[config.mk]
export PLATFORM = sky130hd
export DESIGN_NAME = coffee_vend_ctrl
export DESIGN_NICKNAME = d
export VERILOG_FILES = /design/src/rtl/coffee_vend_ctrl.sv
export SDC_FILE = /design/constraint.sdc
export NUM_CORES = 1
export LEC_CHECK = 0
export BUFFER_PORTS_ARGS = -buffer_cell sky130_fd_sc_hd__buf_2
export CAP_MARGIN = 20
export CORE_MARGIN = 5
export CORE_UTILIZATION = 40
export CTS_CLUSTER_SIZE = 28
export DETAILED_ROUTE_END_ITERATION = 12
export PLACE_DENSITY = 0.62
export SLEW_MARGIN = 0
export SYNTH_ARGS = -nofsm -noshare
export SYNTH_HDL_FRONTEND = slang
export SYNTH_SLANG_ARGS = --single-unit
[constraint.sdc]
create_clock -name clock -period 2.8 [get_ports clock]
set_input_delay 0.56 -clock clock [delete_from_list [all_inputs] [get_ports clock]]
set_output_delay 0.56 -clock clock [all_outputs]
set_load 0.005 [all_outputs]
[src/rtl/coffee_vend_ctrl.sv]
// Coffee machine sequencer: collects coins, checks prices, drives the brewer
// handshake and pays change greedily through the coin-out handshake.
module coffee_vend_ctrl #(
    parameter int unsigned PRICE_CAFE         = 150,
    parameter int unsigned PRICE_CAPUCCINO    = 300,
    parameter int unsigned PRICE_CAFE_LONGO   = 200,
    parameter int unsigned PRICE_ACHOCOLATADO = 250,
    parameter int unsigned MAX_CREDIT         = 2000
) (
    input  logic        clock,
    input  logic        reset,
    input  logic        coin_valid,
    input  logic [2:0]  dinheiro,
    input  logic        select_valid,
    input  logic [1:0]  selec_produto,
    input  logic        cancel,
    input  logic        brew_done,
    input  logic        coin_out_ack,
    output logic [11:0] credit,
    output logic        brew_start,
    output logic [1:0]  produto_out,
    output logic        coin_out_valid,
    output logic [2:0]  coin_out,
    output logic        coin_reject,
    output logic        insufficient,
    output logic        busy
);

    typedef enum logic [1:0] {IDLE, COLLECT, BREW, CHANGE} state_t;

    state_t      state_q, state_d;
    logic [11:0] credit_q, credit_d;
    logic        brew_start_q, brew_start_d;
    logic [1:0]  produto_q, produto_d;
    logic        coin_out_valid_q, coin_out_valid_d;
    logic [2:0]  coin_out_q, coin_out_d;
    logic        coin_reject_q, coin_reject_d;
    logic        insufficient_q, insufficient_d;
    logic        busy_q, busy_d;
    logic [12:0] coin_sum;
    logic [11:0] sel_price;

    function automatic logic [11:0] coin_value(input logic [2:0] code);
        case (code)
            3'd0:    coin_value = 12'd5;
            3'd1:    coin_value = 12'd10;
            3'd2:    coin_value = 12'd25;
            3'd3:    coin_value = 12'd50;
            3'd4:    coin_value = 12'd100;
            3'd5:    coin_value = 12'd200;
            3'd6:    coin_value = 12'd500;
            default: coin_value = 12'd1000;
        endcase
    endfunction

    // Largest denomination that still fits in the remaining credit.
    function automatic logic [2:0] greedy_coin(input logic [11:0] amount);
        if (amount >= 12'd1000)     greedy_coin = 3'd7;
        else if (amount >= 12'd500) greedy_coin = 3'd6;
        else if (amount >= 12'd200) greedy_coin = 3'd5;
        else if (amount >= 12'd100) greedy_coin = 3'd4;
        else if (amount >= 12'd50)  greedy_coin = 3'd3;
        else if (amount >= 12'd25)  greedy_coin = 3'd2;
        else if (amount >= 12'd10)  greedy_coin = 3'd1;
        else                        greedy_coin = 3'd0;
    endfunction

    always_comb begin
        case (selec_produto)
            2'd0:    sel_price = 12'(PRICE_CAFE);
            2'd1:    sel_price = 12'(PRICE_CAPUCCINO);
            2'd2:    sel_price = 12'(PRICE_CAFE_LONGO);
            default: sel_price = 12'(PRICE_ACHOCOLATADO);
        endcase
    end

    always_comb begin
        coin_sum         = {1'b0, credit_q} + {1'b0, coin_value(dinheiro)};
        state_d          = state_q;
        credit_d         = credit_q;
        brew_start_d     = brew_start_q;
        produto_d        = produto_q;
        coin_out_valid_d = coin_out_valid_q;
        coin_out_d       = coin_out_q;
        coin_reject_d    = 1'b0;
        insufficient_d   = 1'b0;
        case (state_q)
            IDLE, COLLECT: begin
                if (cancel) begin
                    coin_reject_d = coin_valid;
                    if (state_q == COLLECT) begin
                        if (credit_q == 12'd0) begin
                            state_d = IDLE;
                        end else begin
                            state_d          = CHANGE;
                            coin_out_valid_d = 1'b1;
                            coin_out_d       = greedy_coin(credit_q);
                        end
                    end
                end else if (select_valid) begin
                    coin_reject_d = coin_valid;
                    if (state_q == COLLECT && credit_q >= sel_price) begin
                        credit_d     = credit_q - sel_price;
                        produto_d    = selec_produto;
                        brew_start_d = 1'b1;
                        state_d      = BREW;
                    end else begin
                        insufficient_d = 1'b1;
                    end
                end else if (coin_valid) begin
                    if (coin_sum <= 13'(MAX_CREDIT)) begin
                        credit_d = coin_sum[11:0];
                        state_d  = COLLECT;
                    end else begin
                        coin_reject_d = 1'b1;
                    end
                end
            end
            BREW: begin
                coin_reject_d = coin_valid;
                if (brew_done) begin
                    brew_start_d = 1'b0;
                    produto_d    = 2'd0;
                    if (credit_q != 12'd0) begin
                        state_d          = CHANGE;
                        coin_out_valid_d = 1'b1;
                        coin_out_d       = greedy_coin(credit_q);
                    end else begin
                        state_d = IDLE;
                    end
                end
            end
            CHANGE: begin
                coin_reject_d = coin_valid;
                // After each ack, valid is held low for one cycle before the next coin.
                if (coin_out_valid_q) begin
                    if (coin_out_ack) begin
                        credit_d         = credit_q - coin_value(coin_out_q);
                        coin_out_valid_d = 1'b0;
                        coin_out_d       = 3'd0;
                        if (credit_d == 12'd0) state_d = IDLE;
                    end
                end else begin
                    coin_out_valid_d = 1'b1;
                    coin_out_d       = greedy_coin(credit_q);
                end
            end
            default: state_d = IDLE;
        endcase
        busy_d = (state_d == BREW) || (state_d == CHANGE);
    end

    always_ff @(posedge clock or negedge reset) begin
        if (!reset) begin
            state_q          <= IDLE;
            credit_q         <= 12'd0;
            brew_start_q     <= 1'b0;
            produto_q        <= 2'd0;
            coin_out_valid_q <= 1'b0;
            coin_out_q       <= 3'd0;
            coin_reject_q    <= 1'b0;
            insufficient_q   <= 1'b0;
            busy_q           <= 1'b0;
        end else begin
            state_q          <= state_d;
            credit_q         <= credit_d;
            brew_start_q     <= brew_start_d;
            produto_q        <= produto_d;
            coin_out_valid_q <= coin_out_valid_d;
            coin_out_q       <= coin_out_d;
            coin_reject_q    <= coin_reject_d;
            insufficient_q   <= insufficient_d;
            busy_q           <= busy_d;
        end
    end

    assign credit         = credit_q;
    assign brew_start     = brew_start_q;
    assign produto_out    = produto_q;
    assign coin_out_valid = coin_out_valid_q;
    assign coin_out       = coin_out_q;
    assign coin_reject    = coin_reject_q;
    assign insufficient   = insufficient_q;
    assign busy           = busy_q;

endmodule
# Yosys cells after proc, flatten, opt, wreduce, memory -nomap -nowiden

Index checks and enable logic that the tools add are counted.

Equality and inequality tests: 33
$mul: 0
Bitwise gates (word level): 0
Reductions and logical operators: 17
Shifts and indexed selects: 0
Muxes and demuxes: 69
Div/mod/pow operators: 0
Magnitude comparators: 9
Add/sub/neg operators: 3

Operators with widths:

| kind                 | count |
|---|---|
| $pmux 10 s7          | 2 |
| $mux 12              | 10 |
| $mux 3               | 12 |
| $mux 2               | 17 |
| $pmux 9 s3           | 1 |
| $logic_not 12->1     | 2 |
| $pmux 12 s2          | 1 |
| $sub 12x12->12       | 2 |
| $mux 1               | 20 |
| $ne 2x2->1 const B   | 10 |
| $eq 3x3->1 const B   | 6 |
| $add 12x12->13       | 1 |
| $le 13x11->1 const B | 1 |
| $eq 3x2->1 const B   | 4 |
| $ge 12x10->1 const B | 1 |
| $ge 12x12->1         | 1 |
| $ge 12x4->1 const B  | 1 |
| $ge 12x5->1 const B  | 1 |
| $ge 12x6->1 const B  | 1 |
| $ge 12x7->1 const B  | 1 |
| $ge 12x8->1 const B  | 1 |
| $ge 12x9->1 const B  | 1 |
| $ne 3x3->1 const B   | 4 |
| $reduce_bool 12->1   | 1 |
| 17 further kinds     | 29 |

Memories: 0
Latch bits: 0
ROM bits: 0
Bits in registers: 24
RAM bits: 0
Output and inout port bits: 22

# Logic depth before layout (Yosys ltp)

Word-level depth: 13
Depth in mapped cells: 15

# Worst setup path after synthesis

Ideal clock, no wire load.

Path type: input port to flip-flop
Start point: input port dinheiro[0]
End point: register credit_q[7] (netlist: credit[7])
Arrival: 3,317 ps
Setup slack: -642 ps
Library setup time: 125 ps
Data required time: 2,675 ps
Stages: 14
Buffers on the path: 1
Cell sequence: buf_2 nor2_1 ha_1 inv_1 fa_1 nand2b_1 a21oi_1 o211a_1 o22ai_1 a21boi_1 nor4bb_2 or4_4 nand2_8 mux2_4

Word-level cells in the longest chain between the ends: 8
Elaborated cells between the ends (all ways): 17

RTL lines:

| what                                                 | RTL line | text |
|---|---|---|
| start, declared                                      | 13       | `input logic [2:0] dinheiro,` |
| $eq 3x3->1, or another cell as far along             | 44       | `case (code)` |
| $pmux 10 s7 *                                        | 44       |  |
| $add 12x12->13 *                                     | 78       | `coin_sum = {1'b0, credit_q} + {1'b0, coin_value(dinheiro)};` |
| branches (longest 5 deep; another with $le 13x11->1) | --       |  |
| end signal, assigned                                 | 166      | `credit_q <= credit_d;` |
| end, declared                                        | 32       | `logic [11:0] credit_q, credit_d;` |

Mark *: on every way between the ends. The select of a mux whose other input is x is not followed.
A chain may end at the register's enable or synchronous reset.

# Final worst setup path

Start point: input port dinheiro[2]
End point: register credit_q[5] (netlist: credit[5])

Same word-level chain as after synthesis.

==> results.json <==
{
  "cts-root-buf": "clkbuf_8",
  "die_x_microns": 98.8,
  "area_delta_synth_final_pct": 51.4,
  "rsz0062_at_grt": "yes",
  "netSwitchingPower_uw": 3400,
  "max_cap_violations": 0,
  "hold_viol": 0,
  "rr_startpoint": "credit[1]",
  "drc": 0,
  "clockBufferDepth": 2,
  "cp_common_cell": "xnor2_1",
  "synth_area_leaders": "dfrtp_1, ha_1, o21ai_0, nand2_1, nor2_1",
  "final_cells": 644,
  "synth_fp_nets": 450,
  "synth.avg_cell_area_sq_um": 7.83,
  "tightest_slew_ns": 0.572,
  "antenna_left": 0,
  "fin_nets": 590,
  "routedWlPerCell_microns": 16.5,
  "worstPathCellList": "buf_6 -> inv_4 -> nand2_1 -> xnor2_1 -> ha_1 -> buf_4 -> xnor2_1 -> o41a_1 -> o2111ai_4 -> nor4_2 -> or4_4 -> nand2_8 -> mux2_4",
  "wirelength_microns": 10600,
  "post-place-ws_ns": -0.769,
  "timing.rr.end": "credit[5]",
  "fillers": 706,
  "synth_flop_cell": "dfrtp_1",
  "crit_required_ns": 2.95,
  "worstSetupPathType": "in -> reg",
  "skew_ns": 0.00733,
  "vias": 3525,
  "rows": 32,
  "ys_warn_count": 0,
  "antenna_cells": 0,
  "placedCellCount": 626,
  "p_seq_frac": 0.093,
  "start_kind": "input pin",
  "setup_viol": 16,
  "power.density_nw_per_um2": 1510,
  "ys_seq_area_frac": 0.190,
  "regToRegSetupSlack_ns": -0.37,
  "finalCriticalPeriod_ns": 3.24,
  "grt_start_max_net_pins": 25,
  "clkSlewWorstSetupHoldPaths_ns": 0.09,
  "status": "complete, but fails checks",
  "async_reset_ff_frac": 1.00,
  "die_area_sq_um": 9760,
  "setup_ws_ns": -0.438,
  "arrival_ns": 3.39,
  "drive_gt1_frac": 0.432,
  "die_y_microns": 98.8,
  "swShare": 0.472,
  "antenna_found_initial": 0,
  "yosysTopAreaCellShare": 0.190,
  "viasPerCell": 5.47,
  "core-area_sq_um": 7690,
  "htree_levels": 1,
  "initialDrtViolationCount": 238,
  "grt.overflow.total": 0,
  "clkPwrFrac": 0.034,
  "start_util": 0.410,
  "grt_use_total": 0.218,
  "period_share": 1.16,
  "timing.slew.headroom": 0.619,
  "cp_max_fo": 6,
  "synth_edf_count": 0,
  "fmax_ghz": 0.309,
  "place.gp.congestion": 0.918,
  "hp-class": "in -> async",
  "clkSinkCount": 24,
  "cts_tree": "done",
  "combPwrFrac": 0.873,
  "setup_tns_ns": -5.58,
  "leakage_uw": 0.00223,
  "dpl.hpwl_microns": 8220,
  "r2r_cells": 10,
  "syn-cell-area_sq_um": 3150,
  "place.port_buffers": 33,
  "synth_largest_area_cell": "dfrtp_1",
  "violations": "negative setup slack",
  "fin_util": 0.621,
  "grt_pass1_vias": 3565,
  "netlist_instances": 403,
  "grt_pass1_wl_microns": 17500,
  "num_io_pins": 34,
  "cp-end-kind": "register",
  "ir_drop_mv": 0.632,
  "slowest_stage": "or4_4",
  "synth-seq-cells": 24,
  "first_pass_iters": 4,
  "critPathMaxStageDelay_ns": 0.56,
  "report.final.slew_viol_count": 0,
  "synth.distinct_cells": 63,
  "clock_latency_ns": 0.27,
  "cts_buffers": 3,
  "p_int_uw": 3810
}
## sequential cells by signal, indices dropped and copies added, names as in the netlist
register / count
credit: 12
coin_out: 3
produto_out: 2
state_q: 2
brew_start: 1
busy: 1
coin_out_valid: 1
coin_reject: 1
insufficient: 1
## routing by layer
| metal | global-route usage | vias up | share of wire |
|---|---|---|---|
| li1 | - | 1748 | - |
| met1 | 0.294 | 1652 | 0.44 |
| met2 | 0.372 | 107 | 0.49 |
| met3 | 0.0184 | 18 | 0.053 |
| met4 | 0.0630 | 0 | 0.020 |
| met5 | 0 | - | 0 |
## power by group through the flow
stage          combinational [uW]  sequential [uW]  clock, uW
2_1_floorplan                3080              710          0
3_3_place_gp                 5330              662          0
3_5_place_dp                 5440              663          0
4_1_cts                      6090              667        246
5_1_grt                      6850              690        262
6_report                     6300              670        245
## cells by family (layout without fill, tap and decap cells)
kind of cell	count (synthesis)	count (layout)	share of synthesized area
AOI/OAI and AO/OA	119	119	0.246
buffers and inverters	36	174	0.0440
xor gates and xnor gates	25	25	0.0738
muxes	15	15	0.0579
DFF	24	24	0.190
and+or+nand+nor	148	149	0.239
adders and majority gates	36	36	0.149
## placed cells by master (no fill, tap or decap), drive strengths merged, types with 4 or more instances in the layout
| cell type | instances |
|---|---|
| a21o | 4 |
| o21a | 7 |
| ha | 32 |
| mux2 | 8 |
| a2111oi | 5 |
| nand2 | 41 |
| xor2 | 11 |
| nand3 | 12 |
| o21ai | 35 |
| nor3 | 12 |
| nor2b | 11 |
| nand2b | 6 |
| dfrtp | 24 |
| buf | 150 |
| nor2 | 39 |
| inv | 19 |
| xnor2 | 13 |
| a21oi | 32 |
| clkbuf | 4 |
| mux2i | 7 |
| nor4 | 5 |
| a211oi | 4 |
| a31oi | 6 |
## worst max-delay path by stage
stage / start / end / slack, ns / cells past startpoint
final: dinheiro[2] / credit[5] / -0.44 / 13
after global placement: dinheiro[2] / credit[6] / -0.67 / 14
after floorplan: dinheiro[0] / credit[7] / -0.47 / 14
after detailed placement: dinheiro[2] / credit[9] / -0.77 / 14
after global routing: dinheiro[0] / credit[5] / -0.53 / 15
after CTS: dinheiro[0] / credit[5] / -0.41 / 13
## cells in the mapped netlist, types with 4 or more instances
cell	instances
xnor2_1	13
o21ai_0	34
clkbuf_1	13
mux2i_1	7
nand2_1	39
ha_1	32
a31oi_1	6
xor2_1	11
nor3_1	11
o21a_1	7
a21oi_1	29
nor2_1	39
nand2b_1	6
a2111oi_0	4
dfrtp_1	24
mux2_4	6
a21o_1	4
nand3_1	12
nor2b_1	11
nor4_1	5
a211oi_1	4
inv_1	19
## area by class of cell
class	count	area, sq um	share of cell area
clock buffers	4	55.1	0.0115
inverters	19	83.8	0.0176
multi-input cells	344	2770	0.579
well taps	102	128	0.0267
repair buffers	151	1140	0.239
flip-flops and latches	24	603	0.126
## through the flow
stage / total power [uW] / cell area, sq um / hold WS (ns)
floorplan: 3790 / 3200 / 0.264
global placement: 6000 / 4210 / 0.454
detailed placement: 6110 / 4210 / 0.466
CTS: 7000 / 4710 / 0.289
global route: 7810 / 4780 / 0.306
finish: 7210 / 4780 / 0.269
## worst max-delay path: cells and delay by family
| kind | cells | cell delay (ns) |
|---|---|---|
| compound gates | 2 | 0.74 |
| xor+xnor | 2 | 0.26 |
| fa+ha+maj | 1 | 0.36 |
| buf+inv | 3 | 0.34 |
| mux | 1 | 0.31 |
| simple gates | 4 | 0.82 |
## what timing repair did
item / CTS / global route
setup buffers: 14 / 0
resized for setup: 80 / 15
endpoints found under the hold margin: 0 / 0
setup endpoints to repair: 19 / 19
pin swaps: 35 / 10
gates cloned: 2 / 0
hold buffers: 0 / 0
Note: power is estimated with default switching activity, not from simulation.
